--- src/rtl/microwave_pkg.sv ---
// Shared definitions for the microwave keypad front end: key FSM encoding,
// BCD digit width and the default debounce length.
package microwave_pkg;

  localparam int BCD_W            = 4;
  localparam int CNT_W            = 4;
  localparam int DEBOUNCE_DEFAULT = 4;

  typedef enum logic [1:0] {
    ST_IDLE,
    ST_PRESS_WAIT,
    ST_HELD,
    ST_RELEASE_WAIT
  } key_state_t;

  function automatic logic is_digit(input logic [BCD_W-1:0] c);
    return (c <= 4'd9);
  endfunction

endpackage

--- src/rtl/keypad_digit_loader_if.sv ---
// Keypad encoder inputs, control strobes and M:SS digit outputs of the loader.
interface keypad_digit_loader_if;
  import microwave_pkg::*;

  logic [BCD_W-1:0] BCD_in;
  logic             data_valid;
  logic             load_req;
  logic             clear;
  logic [BCD_W-1:0] min_bcd;
  logic [BCD_W-1:0] sec_tens_bcd;
  logic [BCD_W-1:0] sec_ones_bcd;
  logic [1:0]       digit_count;
  logic             key_ack;
  logic             load_pulse;

  modport master (
    output BCD_in, data_valid, load_req, clear,
    input  min_bcd, sec_tens_bcd, sec_ones_bcd, digit_count, key_ack, load_pulse
  );

  modport slave (
    input  BCD_in, data_valid, load_req, clear,
    output min_bcd, sec_tens_bcd, sec_ones_bcd, digit_count, key_ack, load_pulse
  );

endinterface

--- src/rtl/sync_debounce.sv ---
// Two-flop synchronizer for the key-present flag (code delayed alongside)
// followed by the key debounce FSM; accept pulses once per qualified press.
//
// state           | meaning
// ST_IDLE         | no key, waiting for synced valid
// ST_PRESS_WAIT   | valid seen, counting down consecutive high samples
// ST_HELD         | key accepted, waiting for release
// ST_RELEASE_WAIT | valid low, counting down consecutive low samples
module sync_debounce
  import microwave_pkg::*;
#(
  parameter int DEBOUNCE_CYCLES = DEBOUNCE_DEFAULT
) (
  input  logic             clk,
  input  logic             reset,
  input  logic [BCD_W-1:0] code_raw,
  input  logic             valid_raw,
  output logic [BCD_W-1:0] code,
  output logic             accept
);

  localparam logic [CNT_W-1:0] CNT_LOAD = CNT_W'(DEBOUNCE_CYCLES - 1);
  localparam logic [CNT_W-1:0] CNT_ONE  = CNT_W'(1);
  localparam bit               SINGLE   = (DEBOUNCE_CYCLES == 1);

  logic             valid_s1, valid_s2;
  logic [BCD_W-1:0] code_s1, code_s2;
  key_state_t       state, state_nxt;
  logic [CNT_W-1:0] cnt, cnt_nxt;

  always_ff @(posedge clk) begin
    if (reset) begin
      valid_s1 <= 1'b0;
      valid_s2 <= 1'b0;
      code_s1  <= '0;
      code_s2  <= '0;
      state    <= ST_IDLE;
      cnt      <= '0;
    end else begin
      valid_s1 <= valid_raw;
      valid_s2 <= valid_s1;
      code_s1  <= code_raw;
      code_s2  <= code_s1;
      state    <= state_nxt;
      cnt      <= cnt_nxt;
    end
  end

  // cnt holds the number of further qualifying samples still required
  always_comb begin
    state_nxt = state;
    cnt_nxt   = cnt;
    accept    = 1'b0;
    case (state)
      ST_IDLE: begin
        if (valid_s2) begin
          if (SINGLE) begin
            accept    = 1'b1;
            state_nxt = ST_HELD;
          end else begin
            state_nxt = ST_PRESS_WAIT;
            cnt_nxt   = CNT_LOAD;
          end
        end
      end
      ST_PRESS_WAIT: begin
        if (!valid_s2) begin
          state_nxt = ST_IDLE;
          cnt_nxt   = '0;
        end else if (cnt == CNT_ONE) begin
          accept    = 1'b1;
          state_nxt = ST_HELD;
          cnt_nxt   = '0;
        end else begin
          cnt_nxt = cnt - CNT_ONE;
        end
      end
      ST_HELD: begin
        if (!valid_s2) begin
          if (SINGLE) begin
            state_nxt = ST_IDLE;
          end else begin
            state_nxt = ST_RELEASE_WAIT;
            cnt_nxt   = CNT_LOAD;
          end
        end
      end
      ST_RELEASE_WAIT: begin
        if (valid_s2) begin
          state_nxt = ST_HELD;
          cnt_nxt   = '0;
        end else if (cnt == CNT_ONE) begin
          state_nxt = ST_IDLE;
          cnt_nxt   = '0;
        end else begin
          cnt_nxt = cnt - CNT_ONE;
        end
      end
      default: begin
        state_nxt = ST_IDLE;
        cnt_nxt   = '0;
      end
    endcase
  end

  assign code = code_s2;

endmodule

--- src/rtl/keypad_digit_loader.sv ---
// Collects debounced keypad digits into an M:SS shift buffer and hands the
// entered time to the timer with a one-cycle load pulse.
module keypad_digit_loader
  import microwave_pkg::*;
#(
  parameter int DEBOUNCE_CYCLES = DEBOUNCE_DEFAULT
) (
  input  logic                  clk,
  input  logic                  reset,
  keypad_digit_loader_if.slave  kp
);

  logic [BCD_W-1:0] code;
  logic             accept;
  logic [BCD_W-1:0] min_q, tens_q, ones_q;
  logic [1:0]       count_q;
  logic             ack_q, pulse_q;
  logic             any_digit;

  sync_debounce #(
    .DEBOUNCE_CYCLES(DEBOUNCE_CYCLES)
  ) u_sync_debounce (
    .clk       (clk),
    .reset     (reset),
    .code_raw  (kp.BCD_in),
    .valid_raw (kp.data_valid),
    .code      (code),
    .accept    (accept)
  );

  assign any_digit = |{min_q, tens_q, ones_q};

  // The buffer is emptied on the edge after the load pulse so the timer
  // sees stable digits for the whole pulse cycle.
  always_ff @(posedge clk) begin
    if (reset) begin
      min_q   <= '0;
      tens_q  <= '0;
      ones_q  <= '0;
      count_q <= 2'd0;
      ack_q   <= 1'b0;
      pulse_q <= 1'b0;
    end else begin
      ack_q   <= 1'b0;
      pulse_q <= 1'b0;
      if (kp.clear || pulse_q) begin
        min_q   <= '0;
        tens_q  <= '0;
        ones_q  <= '0;
        count_q <= 2'd0;
      end else if (kp.load_req && any_digit) begin
        pulse_q <= 1'b1;
      end else if (accept && is_digit(code)) begin
        min_q  <= tens_q;
        tens_q <= ones_q;
        ones_q <= code;
        ack_q  <= 1'b1;
        if (count_q != 2'd3) count_q <= count_q + 2'd1;
      end
    end
  end

  assign kp.min_bcd      = min_q;
  assign kp.sec_tens_bcd = tens_q;
  assign kp.sec_ones_bcd = ones_q;
  assign kp.digit_count  = count_q;
  assign kp.key_ack      = ack_q;
  assign kp.load_pulse   = pulse_q;

endmodule

--- src/flat_wrapper.sv ---
// flat-port wrapper written by rule: the top's interface ports become plain ports
module keypad_digit_loader_flat import microwave_pkg::*;
#(
  parameter int DEBOUNCE_CYCLES = DEBOUNCE_DEFAULT
)
  (clk, reset, kp_BCD_in, kp_data_valid, kp_load_req, kp_clear, kp_min_bcd, kp_sec_tens_bcd, kp_sec_ones_bcd, kp_digit_count, kp_key_ack, kp_load_pulse);
  keypad_digit_loader_if kp_i ();
  input  logic clk;
  input  logic reset;
  input wire logic [$bits(kp_i.BCD_in)-1:0] kp_BCD_in;
  input wire logic [$bits(kp_i.data_valid)-1:0] kp_data_valid;
  input wire logic [$bits(kp_i.load_req)-1:0] kp_load_req;
  input wire logic [$bits(kp_i.clear)-1:0] kp_clear;
  output wire logic [$bits(kp_i.min_bcd)-1:0] kp_min_bcd;
  output wire logic [$bits(kp_i.sec_tens_bcd)-1:0] kp_sec_tens_bcd;
  output wire logic [$bits(kp_i.sec_ones_bcd)-1:0] kp_sec_ones_bcd;
  output wire logic [$bits(kp_i.digit_count)-1:0] kp_digit_count;
  output wire logic [$bits(kp_i.key_ack)-1:0] kp_key_ack;
  output wire logic [$bits(kp_i.load_pulse)-1:0] kp_load_pulse;
  assign kp_i.BCD_in = kp_BCD_in;
  assign kp_i.data_valid = kp_data_valid;
  assign kp_i.load_req = kp_load_req;
  assign kp_i.clear = kp_clear;
  assign kp_min_bcd = kp_i.min_bcd;
  assign kp_sec_tens_bcd = kp_i.sec_tens_bcd;
  assign kp_sec_ones_bcd = kp_i.sec_ones_bcd;
  assign kp_digit_count = kp_i.digit_count;
  assign kp_key_ack = kp_i.key_ack;
  assign kp_load_pulse = kp_i.load_pulse;
  keypad_digit_loader #(.DEBOUNCE_CYCLES(DEBOUNCE_CYCLES)) u_core (.clk(clk), .reset(reset), .kp(kp_i));
endmodule
--- config.mk ---
export PLATFORM = sky130hd
export DESIGN_NAME = keypad_digit_loader_flat
export DESIGN_NICKNAME = d
export VERILOG_FILES = /design/src/rtl/microwave_pkg.sv /design/src/rtl/keypad_digit_loader_if.sv /design/src/rtl/sync_debounce.sv /design/src/rtl/keypad_digit_loader.sv /design/src/flat_wrapper.sv
export SDC_FILE = /design/constraint.sdc
export NUM_CORES = 1
export LEC_CHECK = 0
export CORE_MARGIN = 5
export CORE_UTILIZATION = 53
export CTS_CLUSTER_DIAMETER = 80
export DETAILED_ROUTE_END_ITERATION = 12
export PLACE_DENSITY = 0.82
export SYNTH_ARGS = -nofsm -noshare
export SYNTH_HDL_FRONTEND = slang
export SYNTH_HIERARCHICAL = 1
export SYNTH_SLANG_ARGS = --single-unit
--- constraint.sdc ---
create_clock -name clk -period 3.1 [get_ports clk]
set_input_delay 0.31 -clock clk [delete_from_list [all_inputs] [get_ports clk]]
set_output_delay 0.31 -clock clk [all_outputs]
set_load 0.05 [all_outputs]
==> run_results.csv, run 1 <==
group,metric,value,unit
worst_setup_path,path_max_fanout,16,
clock_tree,cts-resized-gates,0,
finish,final_cell_mix,"dfxtp_1, clkdlybuf4s50_1, a21oi_1",
worst_setup_path,crit_path_max_incr_delay,0.55,ns
pwr,ir_drop,0.000305,V
global_routing,grt_first_pass_wirelength,4030,microns
pwr,p_sw,144,uW
finish,final_common_cell,"dfxtp_1",
clock_tree,tritoncts,"yes",
logic_synthesis,syn_nets,143,
status,status,"completed",
worst_setup_path,crit_chain,"ha_1 > and4bb_1 > and3b_1 > nand2_1 > or4_1 > a21oi_1",
finish,final_core_util,70.9,%
logic_synthesis,synth_cell_types,32,
clock_tree,ctsHoldBuffers,0,
worst_setup_path,cp.required,3.35,ns
floorplan,die-area,0.00344,sq mm
finish,seq_area,641,sq um
finish,nNetsFinal,169,
clock_tree,htreeDepth,2,
timing,fin_crit_sh,66.0,%
logic_synthesis,synth_top_family_by_area,"simple AND/OR/NAND/NOR gates",
clock_tree,numCtsBuffers,5,
timing,hold_violations,0,
finish,finalInstanceArea,0.00158,sq mm
routing,avgViaCountPerCell,5.52,
finish,syn_to_final_growth,26.1,%
placed_design,numPortBuffers,24,
worst_hold_path,min_path_type,"flop to flop",
pwr,pwr-share-clk,35.4,%
worst_setup_path,cp-start-kind,"flop",
routing,routed-via-count,1022,
logic_synthesis,synth-xor-area-share,1.99,%
pwr,p_leak,0.556,nW
worst_setup_path,cp.arrival,2.29,ns
worst_setup_path,slowest_stage,"or4_1",
worst_setup_path,setup.worst_path.class,"flop to flop",
logic_synthesis,netlist_instances,131,
clock_tree,clk_pin_slew_worst_paths,0.09,ns
floorplan,core,0.00223,sq mm
placed_design,dpl.hpwl,1710,microns
timing,fmax,488,MHz
routing,drtIter0Drc,31,
logic_synthesis,yosysWarnings,6,
routing,dr.pass1.iters,4,
logic_synthesis,synthSimpleGateAreaFrac,23.7,%
logic_synthesis,synth-compound-area-share,15.1,%
logic_synthesis,synthMuxAreaShare,2.39,%
clock_tree,root_buffer,"clkbuf_4",
routing,post_drt_wl_per_cell,12.8,microns
pwr,swShare,20.2,%
global_routing,grt_max_degree,17,
pwr,seq_power_share,59.4,%
logic_synthesis,synthFlopType,"dfxtp_1",
global_routing,grt_use_total,15.4,%
logic_synthesis,synth-edff-count,0,
placed_design,place_congestion,0.761,
logic_synthesis,yosys_register_bits,32,
placed_design,placed_area,0.00152,sq mm
timing,maxSlewViolCount,0,
job,maxCapViolCount,0,
timing,totalNegativeSetupSlack,0,ns
global_routing,overflow,0,
global_routing,antenna_found_initial,0,
floorplan,die_w,58.7,microns
floorplan,num_io_pins,25,
timing,slew_headroom,65.6,%
timing,rsz0062_at_grt,"no",
timing,finalCriticalPeriod,2.05,ns
global_routing,grt_pass1_vias,912,
pwr,total_power,713,uW
worst_setup_path,endpoint_kind,"flop",
finish,multi_input_comb_area,579,sq um
clock_tree,post_cts_buffers,0,
clock_tree,clock_latency,0.31,ns
clock_tree,clock_sinks,32,
pwr,pwr-share-comb,5.2,%
timing,finClkSkew,0.00389,ns
timing,finalSetupViolations,0,
finish,drive_above_1_share,7.01,%
floorplan,die_y,58.7,microns
finish,antenna_cells,0,
clock_tree,clockBufferDepth,2,
pwr,power.internal,569,uW
floorplan,start_util,56.2,%
finish,num-fill-cells,165,
logic_synthesis,synthAdderAreaFrac,2.99,%
routing,wl,2370,microns
logic_synthesis,yosysSeqAreaShare,51.0,%
routing,postRouteAntennaNets,0,
pwr,power.density,451,mW/mm^2
logic_synthesis,ys_async_sr_fraction,0,%
timing,worst_pin_slew,0.514,ns
routing,drc,0,
floorplan,placementRows,17,
logic_synthesis,avgSynthCellArea,9.58,sq um
logic_synthesis,synth_area,0.00125,sq mm
[metal layers]
layer	wire [microns]	track usage [%]	vias to the layer above
met5	0	0	-
li1	-	-	519
met2	1100	23.6	35
met1	1070	19.4	463
met4	29	7.12	0
met3	170	5.26	5
[worst max-delay path: cells and delay by family (launching register included)]
| kind | cells | cell delay [ns] |
|---|---|---|
| simple gates | 4 | 1.26 |
| flops | 1 | 0.40 |
| fa+ha+maj | 1 | 0.17 |
| compound gates | 1 | 0.15 |
[logic make-up after synthesis]
logic type	after synthesis
xor gates and xnor gates	2
adders and majority gates	3
AOI/OAI and AO/OA	34
muxes	3
and+or+nand+nor	48
DFF	32
buffers and inverters	9
[cell usage after synthesis (2+ instances only)]
master    count  area share [%]
or4_1         4             2.4
o31ai_1       2             1.2
a21oi_1      14             5.6
inv_1         2            0.60
nor2_1        3            0.90
nor2b_1      11             5.5
ha_1          3             3.0
nand3_1      12             4.8
nand2b_1      2             1.0
nor3_1        4             1.6
o21ai_0      13             5.2
nand2_1       3            0.90
dfxtp_1      32              51
mux2i_1       3             2.4
clkbuf_1      6             1.8
[final cells by class]
| type | count | share of cell area (%) |
|---|---|---|
| clock buffer | 7 | 4.11 |
| inverter | 2 | 0.474 |
| multi-input combinational | 90 | 36.6 |
| sequential | 32 | 40.5 |
| tap | 28 | 2.21 |
| timing repair buffer | 26 | 16.1 |
[flip-flops by register name, summed over array words and instances, names as in the netlist, named ones only]
register / cells
u_core/kp.min_bcd: 4
u_core/kp.sec_ones_bcd: 4
u_core/kp.sec_tens_bcd: 4
u_core/u_sync_debounce/cnt: 4
u_core/u_sync_debounce/code: 4
u_core/u_sync_debounce/code_s1: 4
u_core/kp.digit_count: 2
u_core/kp.key_ack: 1
u_core/kp.load_pulse: 1
u_core/u_sync_debounce/state: 1
u_core/u_sync_debounce/valid_s1: 1
u_core/u_sync_debounce/valid_s2: 1
[power by group through the flow]
stage          Sequential [mW]  Clock (mW)  Combinational (mW)
6_report                 0.424       0.252              0.0370
5_1_grt                  0.425       0.281              0.0421
4_1_cts                  0.424       0.259              0.0373
3_5_place_dp             0.434           0              0.0371
3_3_place_gp             0.433           0              0.0362
2_1_floorplan            0.432           0              0.0217
[path summary, 6_finish.rpt]
| path | end | startpoint | slack [ns] | cells after the start |
|---|---|---|---|---|
| min reg2reg | u_core/u_sync_debounce/code[2] | u_core/u_sync_debounce/code_s1[2] | 0.44 | 1 |
| max reg2reg | u_core/kp.digit_count[0] | u_core/u_sync_debounce/cnt[0] | 1.05 | 6 |
| min | u_core/u_sync_debounce/code[2] | u_core/u_sync_debounce/code_s1[2] | 0.44 | 1 |
| max | u_core/kp.digit_count[0] | u_core/u_sync_debounce/cnt[0] | 1.05 | 6 |
[per-stage QoR]
stage | setup WS [ns] | hold WS [ns] | instances
finish | 1.05 | 0.442 | 185
global route | 0.825 | 0.473 | 185
CTS | 1.05 | 0.443 | 185
detailed placement | 1.07 | 0.423 | 178
global placement | 1.15 | 0.421 | 178
floorplan | 1.09 | 0.382 | 131
Note: power is estimated with default switching activity, not from simulation.
==> inputs of run 2 (changes only) <==
--- a/config.mk
+++ b/config.mk
@@ -6,10 +6,10 @@
 export NUM_CORES = 1
 export LEC_CHECK = 0
 export CORE_MARGIN = 5
-export CORE_UTILIZATION = 53
+export CORE_UTILIZATION = 49
 export CTS_CLUSTER_DIAMETER = 80
 export DETAILED_ROUTE_END_ITERATION = 12
-export PLACE_DENSITY = 0.82
+export PLACE_DENSITY = 0.76
 export SYNTH_ARGS = -nofsm -noshare
 export SYNTH_HDL_FRONTEND = slang
 export SYNTH_HIERARCHICAL = 1
==> constraint.sdc (replaced) <==
create_clock -name clk -period 2 [get_ports clk]
set_input_delay 0.2 -clock clk [delete_from_list [all_inputs] [get_ports clk]]
set_output_delay 0.2 -clock clk [all_outputs]
set_load 0.05 [all_outputs]
==> run_results.csv, run 2 (synthesis gave the netlist of run 1 again) <==
group,metric,value,unit
status,status,"completed",
worst_setup_path,cp-startpoint,"u_core/kp.min_bcd[2]",
worst_setup_path,endpoint_kind,"flop",
finish,final_core_util,65.1,%
pwr,p_sw,244,uW
routing,post_drt_wl_per_cell,13.3,microns
worst_setup_path,cp.required,2.27,ns
clock_tree,ctsHoldBuffers,0,
job,maxCapViolCount,0,
pwr,seq_power_share,59.8,%
clock_tree,clock_latency,0.33,ns
timing,worst_pin_slew,0.504,ns
worst_setup_path,setup.worst_path.class,"flop to flop",
global_routing,grt_use_total,15.9,%
finish,multi_input_comb_area,579,sq um
timing,totalNegativeSetupSlack,0,ns
worst_setup_path,critPathMostFrequentCell,"or4_1",
placed_design,place_congestion,0.782,
finish,syn_to_final_growth,27.4,%
timing,slew_headroom,66.3,%
timing,finalCriticalPeriod,1.86,ns
worst_setup_path,critPathBufInv,0,
clock_tree,numCtsBuffers,5,
clock_tree,htreeDepth,2,
worst_setup_path,crit_chain,"or4_1 > o31a_1 > or4_1 > a21oi_1",
clock_tree,clockBufferDepth,2,
worst_setup_path,reg2reg_from,"u_core/kp.min_bcd[2]",
pwr,pwr-share-comb,5.2,%
finish,nNetsFinal,171,
clock_tree,clock_sinks,32,
pwr,swShare,22.2,%
finish,drive_above_1_share,8.75,%
clock_tree,clk_pin_slew_worst_paths,0.10,ns
placed_design,numPortBuffers,24,
global_routing,antenna_found_initial,0,
timing,fin_crit_sh,92.8,%
floorplan,core,0.00245,sq mm
floorplan,start_util,51.1,%
finish,final_common_cell,"dfxtp_1",
floorplan,num_io_pins,25,
worst_hold_path,holdPathStages,2,
worst_setup_path,slowest_stage,"or4_1",
floorplan,die-area,0.00367,sq mm
worst_setup_path,r2r_slack,0.14,ns
placed_design,dp.cells,182,
pwr,power.density,687,mW/mm^2
worst_setup_path,cp.arrival,2.13,ns
routing,drc,0,
pwr,p_leak,0.560,nW
worst_hold_path,min_path_type,"primary input to flop",
floorplan,die_w,60.6,microns
pwr,power.internal,855,uW
timing,rsz0062_at_grt,"no",
routing,routed-via-count,1020,
routing,dr.pass1.iters,4,
finish,fin_cells,190,
worst_setup_path,cp-start-kind,"flop",
clock_tree,post_cts_buffers,0,
finish,final_cell_mix,"dfxtp_1, clkdlybuf4s50_1, a21oi_1",
worst_setup_path,rr_endpoint,"u_core/kp.digit_count[0]",
placed_design,dpl.hpwl,1800,microns
global_routing,grt_first_pass_wirelength,4230,microns
routing,drtIter0Drc,39,
worst_setup_path,crit_path_max_incr_delay,0.57,ns
worst_setup_path,path_max_fanout,4,
worst_setup_path,r2r_cells,4,
routing,wl,2530,microns
clock_tree,cts-resized-gates,0,
global_routing,grt_pass1_vias,945,
finish,antenna_cells,0,
timing,maxSlewViolCount,0,
routing,postRouteAntennaNets,0,
clock_tree,root_buffer,"clkbuf_4",
finish,seq_area,642,sq um
worst_setup_path,crit_path_end,"u_core/kp.digit_count[0]",
floorplan,die_y,60.6,microns
timing,finClkSkew,0.0131,ns
pwr,pwr-share-clk,35.0,%
floorplan,placementRows,18,
finish,num-fill-cells,212,
clock_tree,tritoncts,"yes",
routing,avgViaCountPerCell,5.37,
worst_setup_path,worstSetupPathDepth,4,
timing,finalSetupViolations,0,
pwr,ir_drop,0.000534,V
global_routing,overflow,0,
timing,fmax,539,MHz
timing,hold_violations,0,
global_routing,grt_max_degree,20,
worst_setup_path,critical-path-top-delay-family,"simple AND/OR/NAND/NOR gates",
-- run 2: worst min path at each step --
stage / from / end
after floorplan: reset / u_core/u_sync_debounce/code[0]
after CTS: kp_BCD_in[2] / u_core/u_sync_debounce/code_s1[2]
final: kp_BCD_in[2] / u_core/u_sync_debounce/code_s1[2]
after global placement: u_core/u_sync_debounce/code_s1[2] / u_core/u_sync_debounce/code[2]
after detailed placement: u_core/u_sync_debounce/code_s1[1] / u_core/u_sync_debounce/code[1]
after global routing: kp_BCD_in[2] / u_core/u_sync_debounce/code_s1[2]
-- run 2: power by group through the flow --
stage	clock [mW]	sequential, mW	combinational [mW]
after floorplan	0	0.670	0.0336
after global placement	0	0.671	0.0567
after detailed placement	0	0.672	0.0575
after CTS	0.397	0.657	0.0577
after global routing	0.429	0.659	0.0635
final	0.385	0.657	0.0570
-- run 2: area by class of cell --
type / count / share of cell area (%)
flip-flops and latches: 32 / 40.1
clock buffers: 7 / 3.44
repair buffers: 28 / 16.9
multi-input cells: 90 / 36.2
inverters: 2 / 0.469
clock inverters: 1 / 0.469
well taps: 30 / 2.35
-- run 2: per-layer routing --
metal / track usage [%] / part of all wire (%) / up-vias
li1: - / - / 525
met4: 6.81 / 1.7 / 0
met1: 20.2 / 47 / 459
met5: 0 / 0 / -
met2: 23.2 / 43 / 30
met3: 7.23 / 8.1 / 6
-- run 2: per-stage QoR --
step	setup slack [ns]	instance area (sq um)	power [mW]	hold slack, ns
after floorplan	0.00507	1260	0.704	0.272
after global placement	0.209	1540	0.728	0.424
after detailed placement	0.166	1540	0.729	0.424
after CTS	0.134	1600	1.11	0.397
after global routing	0.0446	1600	1.15	0.395
final	0.143	1600	1.10	0.409
==> edit 1: new RTL, flow settings as in run 1 <==
`CNT_W`: 4 -> 6.
--- a/src/rtl/microwave_pkg.sv
+++ b/src/rtl/microwave_pkg.sv
@@ -5,3 +5,3 @@
   localparam int BCD_W            = 4;
-  localparam int CNT_W            = 4;
+  localparam int CNT_W            = 6;
   localparam int DEBOUNCE_DEFAULT = 4;
Behaviour: same outputs for any inputs over 10 cycles, from zero or initial values and one cycle with reset high; that may be too few to reach the edited logic, so the function may still have changed.
==> edit 1 against run 1 <==
Area after synthesis rose by 9.8%; power grew 6.7%; worst setup slack worse by 0.22 ns; count of clock-buffer cells in the layout is 1 lower; routed wire length increased by 17%; clock skew up 0.0028 ns; non-clock buffer count is the same; sequential cell count is 2 higher; design area grew 7.1%; critical path type unchanged; largest power group unchanged; highest routed layer unchanged.
==> edit 1: results <==
[setup_path]
cp_data_arrival_time_ns = 2.52
slowest_stage = or4_1

[pwr]
irDropWorstVdd_mv = 0.375
p_leak_nw = 0.604

[sta]
slew_headroom_pct = 66.2
clock_skew_ns = 0.00666

[layout]
stdcell_count = 202
drive_above_1_share_pct = 9.30
fillerInstances = 213
fin_nets = 183

[global_route]
grt_pass1_vias = 1030
grt_pass1_wl_mm = 4.33
grt_max_degree = 19
grt_usage_pct = 16.3

[logic_synthesis]
netlist_top_cells_area = dfxtp_1 (49%), o21ai_0 (5.8%), a21oi_1 (4.7%)
synth_most_common_cell = dfxtp_1
seq_area_frac_synth_pct = 49.4
synth.distinct_cells = 33
ys_top_cells_by_count = dfxtp_1 (34), o21ai_0 (16), a21oi_1 (13)

[place]
routabilityCongestion = 0.823
place_inst = 194
hpwlAfterDp_mm = 2.01

[status]
status = complete, no violations

[drt]
drt_iter0_drc = 38
routed_wirelength_mm = 2.77
route.vias.total = 1143
==> edit 1: changes by cell type after synthesis, sizes merged, moves of 2 or more <==
cell,run 1,this run
dfxtp,32,34
inv,2,4
nand2,3,5
nand2b,2,0
nor2,3,7
o21ai,14,16
xor2,1,4
==> edit 1: worst reg2reg max path, stage by stage (launching register included) <==
cell,delay (ns)
dfxtp_1,0.36
nor3_1,0.28
nand4b_1,0.21
nor3b_1,0.31
nand2_1,0.33
or4_1,0.56
a21oi_1,0.15
==> edit 1: area by class of cell <==
cell class / count / area share (%)
Clock buffer: 6 / 3.03
Tap cell: 30 / 2.21
Sequential cell: 34 / 40.1
Multi-Input combinational cell: 100 / 37.9
Clock inverter: 2 / 0.738
Timing Repair Buffer: 26 / 15.1
Inverter: 4 / 0.886
==> edit 1: per-layer routing <==
layer	track usage, %	share of wire (%)
met3	5.11	6.4
met1	18.5	41
met2	25.8	50
met4	11.5	2.2
met5	0	0
==> edit 1: report_power, final <==
| group | switching [mW] | leakage [nW] | total (mW) | internal, mW |
|---|---|---|---|---|
| clock network | 0.140 | 0.0343 | 0.249 | 0.109 |
| registers | 0.00852 | 0.277 | 0.456 | 0.448 |
| logic | 0.0272 | 0.293 | 0.0558 | 0.0286 |
| total | 0.176 | 0.604 | 0.761 | 0.585 |
==> edit 1: path summary, 6_finish.rpt <==
check / startpoint / endpoint / slack (ns) / depth (start not counted)
min: u_core/u_sync_debounce/code_s1[0]$_SDFF_PP0_ / u_core/u_sync_debounce/code[0]$_SDFF_PP0_ / 0.44 / 1
max reg2reg: u_core/u_sync_debounce/cnt[2]$_SDFFE_PP0P_ / u_core/kp.digit_count[0]$_SDFFE_PP0P_ / 0.84 / 6
max: u_core/u_sync_debounce/cnt[2]$_SDFFE_PP0P_ / u_core/kp.digit_count[0]$_SDFFE_PP0P_ / 0.84 / 6
min reg2reg: u_core/u_sync_debounce/code_s1[0]$_SDFF_PP0_ / u_core/u_sync_debounce/code[0]$_SDFF_PP0_ / 0.44 / 1
==> edit 1: through the flow <==
stage | instance area, um2 | setup WS [ns]
CTS | 1700 | 0.841
global route | 1700 | 0.655
global placement | 1630 | 1.03
finish | 1700 | 0.836
floorplan | 1380 | 1.09
detailed placement | 1630 | 0.869
==> edit 1: cells by family (layout without fill, tap and decap cells) <==
group	count (synthesis)	count (layout)	synth area share (%)
AOI/OAI and AO/OA	39	39	17.7
xor gates and xnor gates	4	4	3.09
adders and majority gates	3	3	2.73
buffers and inverters	12	38	3.90
DFF	34	34	49.4
muxes	2	2	1.45
and+or+nand+nor	52	52	21.7
==> edit 2: new RTL, flow settings as in run 1 <==
Made on the original files. The 4 states of `key_state_t` get a one-hot encoding in 4 bits.
--- a/src/rtl/microwave_pkg.sv
+++ b/src/rtl/microwave_pkg.sv
@@ -8,7 +8,7 @@
 
-  typedef enum logic [1:0] {
-    ST_IDLE,
-    ST_PRESS_WAIT,
-    ST_HELD,
-    ST_RELEASE_WAIT
+  typedef enum logic [3:0] {
+    ST_IDLE         = 4'b0001,
+    ST_PRESS_WAIT   = 4'b0010,
+    ST_HELD         = 4'b0100,
+    ST_RELEASE_WAIT = 4'b1000
   } key_state_t;
Formal check against the unedited RTL: no difference found for any inputs over 10 cycles, from zero or initial values and one cycle with reset high; not proved beyond that.
==> edit 2 against run 1 <==
First-iteration DRC count increased to 3.8 times the old value; core utilization decreased by 7.0 points; sequential cell count grew 2; worst setup slack got worse by 0.31 ns; design area up 21%; global-route usage up 2.7 points; hold slack gained 0.0042 ns; area after synthesis is 29% higher; power up 17%; synthesized cell count up 39%; routed wire length increased by 51%; largest power group unchanged.
==> edit 2: results <==
[logic_synthesis]
seq_area_frac_synth_pct = 41.9
synth_seq_cells = 34
synthAdderAreaFrac_pct = 2.31
netlist_top_cells_area = dfxtp_1 (42%), o21ai_0 (5.6%), nor2b_1 (5.0%)
async_reset_ff_share_pct = 0
avgSynthCellArea_um2 = 8.92
ys_top_cells_by_count = dfxtp_1 (34), o21ai_0 (18), a21oi_1 (16)
synth_mux_area_share_pct = 1.23
synth.distinct_cells = 48
syn-num-nets = 194
synth_xor_area_share_pct = 0.540
synth_compound_area_share_pct = 21.0

[global_route]
grt_usage_pct = 18.1
grt_pass1_vias = 1386
antenna_found_initial = 0
grt_pass1_wl_mm = 6.07
grt_max_degree = 21

[place]
place_area_um2 = 1830
routabilityCongestion = 0.928
place_inst = 228
pre_cts_ws_ns = 0.828
portBuffers = 24
hpwlAfterDp_mm = 2.52

[pwr]
p_comb_share_pct = 6.8
irDropWorstVdd_mv = 0.275
p_leak_nw = 0.656
power_mw = 0.835
power.switching_mw = 0.189
p_seq_mw = 0.457

[layout]
inverters = 3
area_delta_synth_final_pct = 18.1
clock_cell_area_share_pct = 4.31
multi_input_cells = 132
fin_nets = 214
fillerInstances = 256
nClkBuffers = 5
drive_above_1_share_pct = 9.36
multi_input_area_share_pct = 44.1
seq_share_pct = 35.5
final-nonclk-buf-share_pct = 13.3

[drt]
route.vias.total = 1461
dr.pass1.iters = 5
drt_iter0_drc = 119
vias_per_cell = 6.19
routedWlPerCell_um = 15.2

[min_path]
hold_end = u_core/u_sync_debounce/code[1]$_SDFF_PP0_
worstHoldStart = u_core/u_sync_debounce/code_s1[1]$_SDFF_PP0_

[clocking]
cts_resized = 0
clkTransAtPathRegs_ns = 0.11
clkLatencyLatePin_ns = 0.34

[status]
status = complete, no violations

[sta]
worst_pin_slew_ns = 0.592
clock_skew_ns = 0.0118
fin_crit_ns = 2.36
hold_ws_ns = 0.446

[setup_path]
r2r_setup_slack_ns = 0.74
reg2regPathDepth = 7
cp_data_arrival_time_ns = 2.62
[edit 2: changes by cell type after synthesis, moves of 3 or more]
cell,before,now
buf_4,0,3
buf_6,0,3
nand2b_1,2,5
nor2_1,3,8
nor3b_1,0,3
o21ai_0,13,18
[edit 2: per-layer routing]
| metal | part of all wire, % | vias up | GRT usage (%) | wire, um |
|---|---|---|---|---|
| met2 | 49 | 74 | 29.0 | 1740 |
| met1 | 41 | 681 | 22.5 | 1480 |
| met3 | 7.7 | 8 | 4.62 | 276 |
| met4 | 2.2 | 0 | 8.81 | 80 |
| met5 | 0 | - | 0 | 0 |
| li1 | - | 698 | - | - |
[edit 2: worst max-delay path: stages (launching register included)]
cell	delay [ns]
dfxtp_1	0.43
ha_1	0.19
nor3b_1	0.31
nand2_1	0.09
nor3_1	0.23
nand2_1	0.32
or4_1	0.57
a21oi_1	0.15
